### config.mk
export PLATFORM = sky130hd
export DESIGN_NAME = gpu_cmd_queue
export DESIGN_NICKNAME = d
export VERILOG_FILES = /design/src/rtl/common.sv /design/src/rtl/sync_fifo.sv /design/src/rtl/gpu_cmd_queue.sv
export SDC_FILE = /design/constraint.sdc
export NUM_CORES = 1
export LEC_CHECK = 0
export ABC_AREA = 1
export CAP_MARGIN = 0
export CORE_MARGIN = 3
export CORE_UTILIZATION = 25
export CTS_CLUSTER_DIAMETER = 60
export CTS_CLUSTER_SIZE = 25
export DETAILED_ROUTE_END_ITERATION = 8
export GPL_ROUTABILITY_DRIVEN = 1
export PLACE_DENSITY = 0.41
export SYNTH_ARGS = -nofsm -noshare
export SYNTH_HDL_FRONTEND = slang
export SYNTH_SLANG_ARGS = --single-unit
### constraint.sdc
create_clock -name clk -period 3.9 [get_ports clk]
set_input_delay 0.78 -clock clk [delete_from_list [all_inputs] [get_ports clk]]
set_output_delay 0.78 -clock clk [all_outputs]
set_load 0.01 [all_outputs]
### src/rtl/common.sv
// Shared types for the vgacpu-to-raster-GPU command path.
package common;

  // Raster operations understood by the GPU; 0 is the idle/no-op encoding.
  typedef enum logic [2:0] {
    RC_NOP   = 3'd0,
    RC_CLEAR = 3'd1,
    RC_PIXEL = 3'd2,
    RC_LINE  = 3'd3,
    RC_RECT  = 3'd4,
    RC_FILL  = 3'd5
  } raster_command_t;

  // One complete queued command as handed to the GPU.
  typedef struct packed {
    raster_command_t command;
    logic [7:0]      x0;
    logic [7:0]      y0;
    logic [7:0]      x1;
    logic [7:0]      y1;
    logic [2:0]      colour;
  } gpu_cmd_t;

  localparam int GPU_CMD_W = $bits(gpu_cmd_t);

  // Dispatcher states.
  typedef enum logic [1:0] {
    DISP_IDLE  = 2'd0,
    DISP_ISSUE = 2'd1,
    DISP_GUARD = 2'd2,
    DISP_WAIT  = 2'd3
  } disp_state_t;

endpackage

### src/rtl/sync_fifo.sv
// Generic synchronous FIFO. The head is presented straight from storage and is
// valid whenever the FIFO is not empty. A push into a full FIFO is accepted only
// when a pop happens in the same cycle.
module sync_fifo #(
  parameter int WIDTH = 8,
  parameter int DEPTH = 8
) (
  input  logic             clk,
  input  logic             rst_n,
  input  logic             push,
  input  logic [WIDTH-1:0] wdata,
  input  logic             pop,
  output logic             full,
  output logic             empty,
  output logic [WIDTH-1:0] head
);

  localparam int AW = $clog2(DEPTH);

  logic [WIDTH-1:0] mem_q [DEPTH];
  logic [AW:0]      wr_ptr_q, wr_ptr_d;
  logic [AW:0]      rd_ptr_q, rd_ptr_d;
  logic             do_push, do_pop;

  // Extra pointer MSB distinguishes full from empty when the indices match.
  assign empty   = (wr_ptr_q == rd_ptr_q);
  assign full    = (wr_ptr_q[AW] != rd_ptr_q[AW]) &&
                   (wr_ptr_q[AW-1:0] == rd_ptr_q[AW-1:0]);
  assign do_pop  = pop && !empty;
  assign do_push = push && (!full || do_pop);
  assign head    = mem_q[rd_ptr_q[AW-1:0]];

  // Pointer advance for accepted pushes and pops.
  always_comb begin
    wr_ptr_d = wr_ptr_q;
    rd_ptr_d = rd_ptr_q;
    if (do_push) wr_ptr_d = wr_ptr_q + {{AW{1'b0}}, 1'b1};
    if (do_pop)  rd_ptr_d = rd_ptr_q + {{AW{1'b0}}, 1'b1};
  end

  // Pointer registers, cleared by reset.
  always_ff @(posedge clk or negedge rst_n) begin
    if (!rst_n) begin
      wr_ptr_q <= '0;
      rd_ptr_q <= '0;
    end else begin
      wr_ptr_q <= wr_ptr_d;
      rd_ptr_q <= rd_ptr_d;
    end
  end

  // Entry storage; contents need no reset because the pointers gate validity.
  always_ff @(posedge clk) begin
    if (do_push) mem_q[wr_ptr_q[AW-1:0]] <= wdata;
  end

endmodule

### src/rtl/gpu_cmd_queue.sv
// Command buffer between the vgacpu core and the raster GPU. Commands are queued
// in a FIFO and dispatched one at a time; after each request the GPU's busy line
// is ignored for ISSUE_GUARD cycles to cover its rise latency.
module gpu_cmd_queue
  import common::*;
#(
  parameter int DEPTH       = 8,
  parameter int ISSUE_GUARD = 2
) (
  input  logic            clk,
  input  logic            rst_async,
  input  raster_command_t cpu_command,
  input  logic [7:0]      cpu_x0,
  input  logic [7:0]      cpu_y0,
  input  logic [7:0]      cpu_x1,
  input  logic [7:0]      cpu_y1,
  input  logic [2:0]      cpu_colour,
  input  logic            cpu_push,
  output logic            cpu_full,
  output logic            cpu_idle,
  output logic            overflow,
  output raster_command_t gpu_command,
  output logic [7:0]      gpu_x0,
  output logic [7:0]      gpu_y0,
  output logic [7:0]      gpu_x1,
  output logic [7:0]      gpu_y1,
  output logic [2:0]      gpu_colour,
  output logic            gpu_execute_request,
  input  logic            gpu_busy
);

  localparam int GW = (ISSUE_GUARD > 1) ? $clog2(ISSUE_GUARD) : 1;

  gpu_cmd_t    wr_entry;
  gpu_cmd_t    fifo_head;
  logic        fifo_full, fifo_empty, pop;

  disp_state_t state_q, state_d;
  logic [GW-1:0] guard_q, guard_d;
  gpu_cmd_t    gpu_cmd_q, gpu_cmd_d;
  logic        req_q, req_d;
  logic        ovf_q, ovf_d;

  assign wr_entry = '{command: cpu_command, x0: cpu_x0, y0: cpu_y0,
                      x1: cpu_x1, y1: cpu_y1, colour: cpu_colour};

  sync_fifo #(
    .WIDTH(GPU_CMD_W),
    .DEPTH(DEPTH)
  ) u_fifo (
    .clk   (clk),
    .rst_n (rst_async),
    .push  (cpu_push),
    .wdata (wr_entry),
    .pop   (pop),
    .full  (fifo_full),
    .empty (fifo_empty),
    .head  (fifo_head)
  );

  // Dispatcher: pop when idle, strobe the request, sit out the guard, wait for busy to drop.
  always_comb begin
    state_d   = state_q;
    guard_d   = guard_q;
    gpu_cmd_d = gpu_cmd_q;
    req_d     = 1'b0;
    pop       = 1'b0;
    case (state_q)
      DISP_IDLE: begin
        if (!fifo_empty && !gpu_busy) begin
          pop       = 1'b1;
          gpu_cmd_d = fifo_head;
          req_d     = 1'b1;
          state_d   = DISP_ISSUE;
        end
      end
      DISP_ISSUE: begin
        guard_d = GW'(ISSUE_GUARD - 1);
        state_d = DISP_GUARD;
      end
      DISP_GUARD: begin
        if (guard_q == '0) state_d = DISP_WAIT;
        else               guard_d = guard_q - GW'(1);
      end
      DISP_WAIT: begin
        if (!gpu_busy) state_d = DISP_IDLE;
      end
      default: state_d = DISP_IDLE;
    endcase
    // A push is lost only when the queue is full and nothing leaves this cycle.
    ovf_d = ovf_q | (cpu_push & fifo_full & ~pop);
  end

  // Dispatcher state and registered GPU-facing outputs.
  always_ff @(posedge clk or negedge rst_async) begin
    if (!rst_async) begin
      state_q   <= DISP_IDLE;
      guard_q   <= '0;
      gpu_cmd_q <= '0;
      req_q     <= 1'b0;
      ovf_q     <= 1'b0;
    end else begin
      state_q   <= state_d;
      guard_q   <= guard_d;
      gpu_cmd_q <= gpu_cmd_d;
      req_q     <= req_d;
      ovf_q     <= ovf_d;
    end
  end

  assign cpu_full            = fifo_full;
  assign cpu_idle            = fifo_empty && (state_q == DISP_IDLE) && !gpu_busy;
  assign overflow            = ovf_q;
  assign gpu_execute_request = req_q;
  assign gpu_command         = gpu_cmd_q.command;
  assign gpu_x0              = gpu_cmd_q.x0;
  assign gpu_y0              = gpu_cmd_q.y0;
  assign gpu_x1              = gpu_cmd_q.x1;
  assign gpu_y1              = gpu_cmd_q.y1;
  assign gpu_colour          = gpu_cmd_q.colour;

endmodule

==> results.py, run 1 <==
metrics = {
    "route": {
        "finalWirelength_mm": 37.5,
        "first_pass_iters": 5,
        "route.detailed.drc": 0,
        "antenna_left": 0,
        "drt_iter0_markers": 584,
        "routedWlPerCell_um": 18.3,
        "via_count": 8776,
        "via_per_inst": 4.29,
    },
    "die": {
        "core_area_sq_mm": 0.0557,
        "start_util_pct": 25.5,
        "die_y_um": 245,
        "die_area_sq_mm": 0.0598,
        "die_x_um": 245,
        "io_pins": 84,
        "rows": 86,
    },
    "run_status": {
        "status": "completed",
    },
    "critical_path": {
        "end_kind": "output port",
        "worstSetupPathType": "reg2out",
        "crit_top_cell": "nand2_1",
        "cp_num_buf_inv": 2,
        "cp-start-kind": "flop",
        "arrival_ns": 2.50,
        "cp.required_ns": 3.12,
        "path_cells": "clkinv_2 > nand2_1 > nand2_1 > nor2_4 > nand3_1 > nor2_1 > clkdlybuf4s50_1",
        "crit_slowest_cell": "clkdlybuf4s50_1",
        "cp_max_fo": 19,
        "cp_slowest_stage_delay_ns": 0.54,
        "path_delay_family": "buffers and inverters",
    },
    "clock_network": {
        "post-cts-setup-buffers": 0,
        "clk_latency_ns": 0.59,
        "cts_tree": "built",
        "clk_pin_slew_ns": 0.08,
        "clockBufferDepth": 3,
        "ctsHoldBuffers": 0,
        "root_buffer": "clkbuf_16",
        "ctsHtreeMaxLevel": 1,
        "cts_resized": 0,
        "numCtsBuffers": 30,
        "cts.sinks": 355,
    },
    "synthesis": {
        "syn_avg_cell_area_sq_um": 11.8,
        "synth_fp_nets": 1250,
        "yosysTopAreaCell": "edfxtp_1",
        "synth_cells": 1202,
        "synth.most_common_cell": "edfxtp_1",
        "ys_types": 25,
        "ys_seq_area_share_pct": 73.2,
        "netlist_area_sq_mm": 0.0142,
        "synth-warning-count": 0,
        "synth_edf_count": 304,
        "synth-seq-cells": 355,
        "ys_top_cells_by_count": "edfxtp_1, nand2_1, nor2_1",
        "yosysTopAreaCellShare_pct": 64.2,
        "yosys-top-cells-area": "edfxtp_1, dfrtp_1, nand2_1",
        "ys.flop_type": "edfxtp_1",
        "synthArstFlopShare_pct": 14.4,
    },
    "power": {
        "switching_share_pct": 36.5,
        "pwr-share-comb_pct": 32.7,
        "switchingPower_mw": 4.63,
        "clkPwrFrac_pct": 26.4,
        "intPower_mw": 8.07,
        "max-vdd-ir-drop_mv": 0.510,
        "seq_power_share_pct": 40.8,
        "p_per_area_mw_per_mm2": 744,
        "leakagePower_nw": 6.24,
    },
    "finish": {
        "layout-drive-gt1-share_pct": 8.10,
        "finalNetCount": 1320,
        "syn2layout_area_growth_pct": 20.0,
        "final_area_sq_mm": 0.0171,
        "fin_util_pct": 30.6,
        "layout.cells.non_filler": 2046,
    },
    "grt": {
        "grt_pass1_wl_mm": 56.7,
        "first_global_vias": 8739,
        "overflow": 0,
        "grt_antenna_before_repair": 3,
        "grt_max_degree": 117,
        "grt.total_usage_pct": 12.4,
    },
    "sta": {
        "fin_crit_ns": 3.28,
        "fin_crit_sh_pct": 84.2,
        "relSlewSlack_pct": 21.6,
        "rsz0062_at_grt": "no",
        "fin_ws_ns": 0.618,
        "setup_viol": 0,
        "timing_hold_violations_final": 0,
        "worst_pin_slew_ns": 1.18,
        "setup_tns_ns": 0,
        "slew_violations": 0,
        "fin_skew_ns": 0.0210,
        "fmax_mhz": 305,
    },
    "place": {
        "dp_cells": 1988,
        "dp_hpwl_mm": 19.7,
        "gp_congestion": 0.689,
        "placedInstanceArea_sq_mm": 0.0160,
        "port_buffers": 83,
        "place_ws_ns": 0.820,
    },
    "min_path": {
        "hp-class": "in2async",
    },
    "run": {
        "drv_cap": 0,
    },
}
==> state kept, by name, indices dropped and copies added (netlist names) <==
register,cells
guard_q,1
state_q,2
gpu_colour,3
gpu_x0,8
gpu_y1,8
gpu_execute_request,1
u_fifo.mem_q,304
u_fifo.wr_ptr_q,4
gpu_command,3
gpu_x1,8
overflow,1
u_fifo.rd_ptr_q,4
gpu_y0,8
==> metrics by stage <==
step           hold WS (ns)  total power, mW
3_3_place_gp          0.464             9.54
6_report              0.311             12.7
3_5_place_dp          0.470             9.55
2_1_floorplan         0.464             7.86
5_1_grt               0.354             13.6
4_1_cts               0.323             13.0
==> worst paths after layout <==
path                                     from                  end  slack [ns]  depth (start not counted)
max                        u_fifo.rd_ptr_q[0]             cpu_idle        0.62                          7
min                                 rst_async            gpu_y1[1]        0.31                          1
max reg2reg                u_fifo.rd_ptr_q[0]  u_fifo.mem_q[2][25]        1.40                          8
min reg2reg                         gpu_y0[1]            gpu_y0[1]        0.48                          2
max in group asynchronous           rst_async   u_fifo.rd_ptr_q[1]        2.94                          1
min in group clk                    gpu_y0[1]            gpu_y0[1]        0.48                          2
==> layout make-up <==
type | instances | area, sq um
repair buffers | 108 | 1080
fillers | 5737 | 38700
multi-input cells | 689 | 3190
diodes | 2 | 5.00
clock buffers | 33 | 793
clock inverters | 23 | 320
well taps | 748 | 936
flip-flops and latches | 355 | 10400
inverters | 88 | 333
==> kinds of logic after synthesis <==
logic type	share of synthesized area (%)
AOI/OAI and AO/OA	7.94
xor gates and xnor gates	0.246
adders and majority gates	0.528
buffers and inverters	4.81
DFF	73.2
and+or+nand+nor	13.3
==> power groups by stage <==
stage | clock, mW | sequential, mW | combinational [mW]
2_1_floorplan | 0 | 5.25 | 2.61
3_3_place_gp | 0 | 5.28 | 4.25
3_5_place_dp | 0 | 5.28 | 4.27
4_1_cts | 3.47 | 5.20 | 4.29
5_1_grt | 3.59 | 5.27 | 4.73
6_report | 3.36 | 5.19 | 4.16
==> layout by cell type (no fill, tap or decap), types with 20 or more instances in the layout <==
cell type	count
dfrtp_1	48
clkbuf_16	31
o211ai_1	20
nor2_1	157
inv_1	81
buf_4	21
a21oi_1	55
o21ai_0	136
clkdlybuf4s50_1	82
nand2_1	203
edfxtp_1	304
nand3_1	91
==> per-layer routing <==
layer	part of all wire [%]	wire length [um]	up-vias	GRT usage, %
met5	0.029	11	-	0
met4	2.0	741	2	3.13
met3	4.4	1670	53	2.19
met2	46	17200	141	20.4
met1	48	17900	4302	17.1
li1	-	-	4278	-
(Power assumes the default switching activity.)
==> run 2, diff against run 1 <==
clock period = 3.3 ns   (was 3.9 ns; I/O delays follow)
==> run 2 against run 1 <==
  * Sequential cell count is the same
  * Via count decreased by 0.66%
  * Final cell count is 0.15% higher
  * Critical path type unchanged
  * Non-clock buffer count fell by 3
  * Worst setup slack got worse by 0.32 ns
==> results.py, run 2 (synthesis gave the netlist of run 1 again) <==
metrics = {
    "sta": {
        "relSlewSlack_pct": 22.2,
        "fin_skew_ns": 0.0234,
        "fin_crit_sh_pct": 91.1,
        "rsz0062_at_grt": "no",
        "setup_viol": 0,
        "setup_tns_ns": 0,
        "timing_hold_violations_final": 0,
        "worst_pin_slew_ns": 1.17,
        "fin_crit_ns": 3.00,
        "fmax_mhz": 333,
        "whs_ns": 0.224,
        "slew_violations": 0,
    },
    "critical_path": {
        "worstSetupPathType": "reg2out",
        "cp_max_fo": 9,
        "cp.required_ns": 2.64,
        "cp-start-kind": "flop",
        "arrival_ns": 2.34,
        "end_kind": "output port",
    },
    "clock_network": {
        "cts_tree": "built",
        "clk_latency_ns": 0.55,
        "ctsHtreeMaxLevel": 2,
        "post-cts-setup-buffers": 0,
        "cts_resized": 0,
        "numCtsBuffers": 35,
        "ctsHoldBuffers": 0,
        "root_buffer": "clkbuf_16",
        "clockBufferDepth": 3,
        "cts.sinks": 355,
        "clk_pin_slew_ns": 0.07,
    },
    "power": {
        "clkPwrFrac_pct": 27.5,
        "switching_share_pct": 36.0,
        "seq_power_share_pct": 40.4,
        "intPower_mw": 9.66,
        "max-vdd-ir-drop_mv": 0.707,
        "leakagePower_nw": 6.25,
        "p_per_area_mw_per_mm2": 883,
        "pwr-share-comb_pct": 32.1,
        "switchingPower_mw": 5.43,
    },
    "finish": {
        "layout_common_cells": "edfxtp_1, nand2_1, nor2_1",
        "layout-drive-gt1-share_pct": 8.00,
        "largest_reg_flops": 304,
        "multi_input_area_sq_mm": 0.00319,
        "regArea_sq_mm": 0.0104,
        "layout.cells.non_filler": 2049,
        "syn2layout_area_growth_pct": 20.2,
        "final_common_cell": "edfxtp_1",
        "final_area_sq_mm": 0.0171,
        "fillers": 5733,
        "fin_util_pct": 30.7,
        "finalNetCount": 1322,
    },
    "run_status": {
        "status": "completed",
    },
    "grt": {
        "overflow": 0,
        "grt.total_usage_pct": 11.9,
        "grt_antenna_before_repair": 1,
        "grt_max_degree": 100,
        "first_global_vias": 8414,
        "grt_pass1_wl_mm": 54.4,
    },
    "die": {
        "start_util_pct": 25.5,
        "die_y_um": 245,
        "core_area_sq_mm": 0.0557,
        "io_pins": 84,
        "rows": 86,
        "die_x_um": 245,
        "die_area_sq_mm": 0.0598,
    },
    "route": {
        "via_per_inst": 4.25,
        "route.detailed.drc": 0,
        "antenna_left": 0,
        "finalWirelength_mm": 35.8,
        "first_pass_iters": 5,
        "via_count": 8718,
        "drt_iter0_markers": 513,
        "routedWlPerCell_um": 17.5,
    },
    "place": {
        "port_buffers": 83,
        "gp_congestion": 0.688,
        "dp_hpwl_mm": 19.2,
        "placedInstanceArea_sq_mm": 0.0159,
        "dp_cells": 1985,
    },
    "min_path": {
        "hp-class": "in2async",
    },
    "run": {
        "drv_cap": 0,
    },
}
[run 2: path summary, 6_finish.rpt]
path	cells after the start	endpoint	slack (ns)	from
worst min-delay path	1	gpu_y1[7]	0.22	rst_async
worst min register to register	2	gpu_x0[5]	0.48	gpu_x0[5]
worst max-delay path	7	cpu_idle	0.30	u_fifo.wr_ptr_q[2]
worst max register to register	10	gpu_y1[4]	1.03	u_fifo.rd_ptr_q[0]
max in group asynchronous	1	u_fifo.rd_ptr_q[0]	2.42	rst_async
min in group clk	2	gpu_x0[5]	0.48	gpu_x0[5]
[run 2: layer usage]
layer  part of all wire [%]  GRT usage [%]  wire length, um
met1                     49           16.9            17600
met2                     44           18.4            15900
met3                    4.6           2.87             1630
met4                    1.8           2.97              643
met5                      0              0                0
[run 2: worst max-delay path, stage by stage (launching register included)]
cell and delay (ns):
dfrtp_1 0.54, inv_2 0.08, nand2_1 0.07, nand2_1 0.11, nor2_2 0.18, nand3_1 0.17
nor2_1 0.13, clkdlybuf4s50_1 0.54
[run 2: cell type report]
type,count,area share [%]
Sequential cell,355,60.9
Multi-Input combinational cell,689,18.7
Timing Repair Buffer,105,6.03
Clock buffer,40,5.54
Tap cell,748,5.47
Inverter,88,1.95
Clock inverter,23,1.41
Antenna cell,1,0.0146
[run 2: stage by stage]
step / setup WS [ns] / power [mW]
floorplan: 0.164 / 9.29
global placement: 0.512 / 11.1
detailed placement: 0.513 / 11.2
CTS: 0.251 / 15.4
global route: 0.116 / 16.2
finish: 0.295 / 15.1
[run 2: power groups by stage]
stage          clock network [mW]  registers [mW]  logic, mW
2_1_floorplan                   0            6.20       3.09
3_5_place_dp                    0            6.19       4.99
3_3_place_gp                    0            6.20       4.94
6_report                     4.15            6.10       4.84
5_1_grt                      4.49            6.17       5.54
4_1_cts                      4.33            6.10       5.01
==> run 3, diff against run 2 <==
SLEW_MARGIN = 15   (was default)
==> results of run 3 <==
Final layout, timing and power as in run 2 (identical DEF).
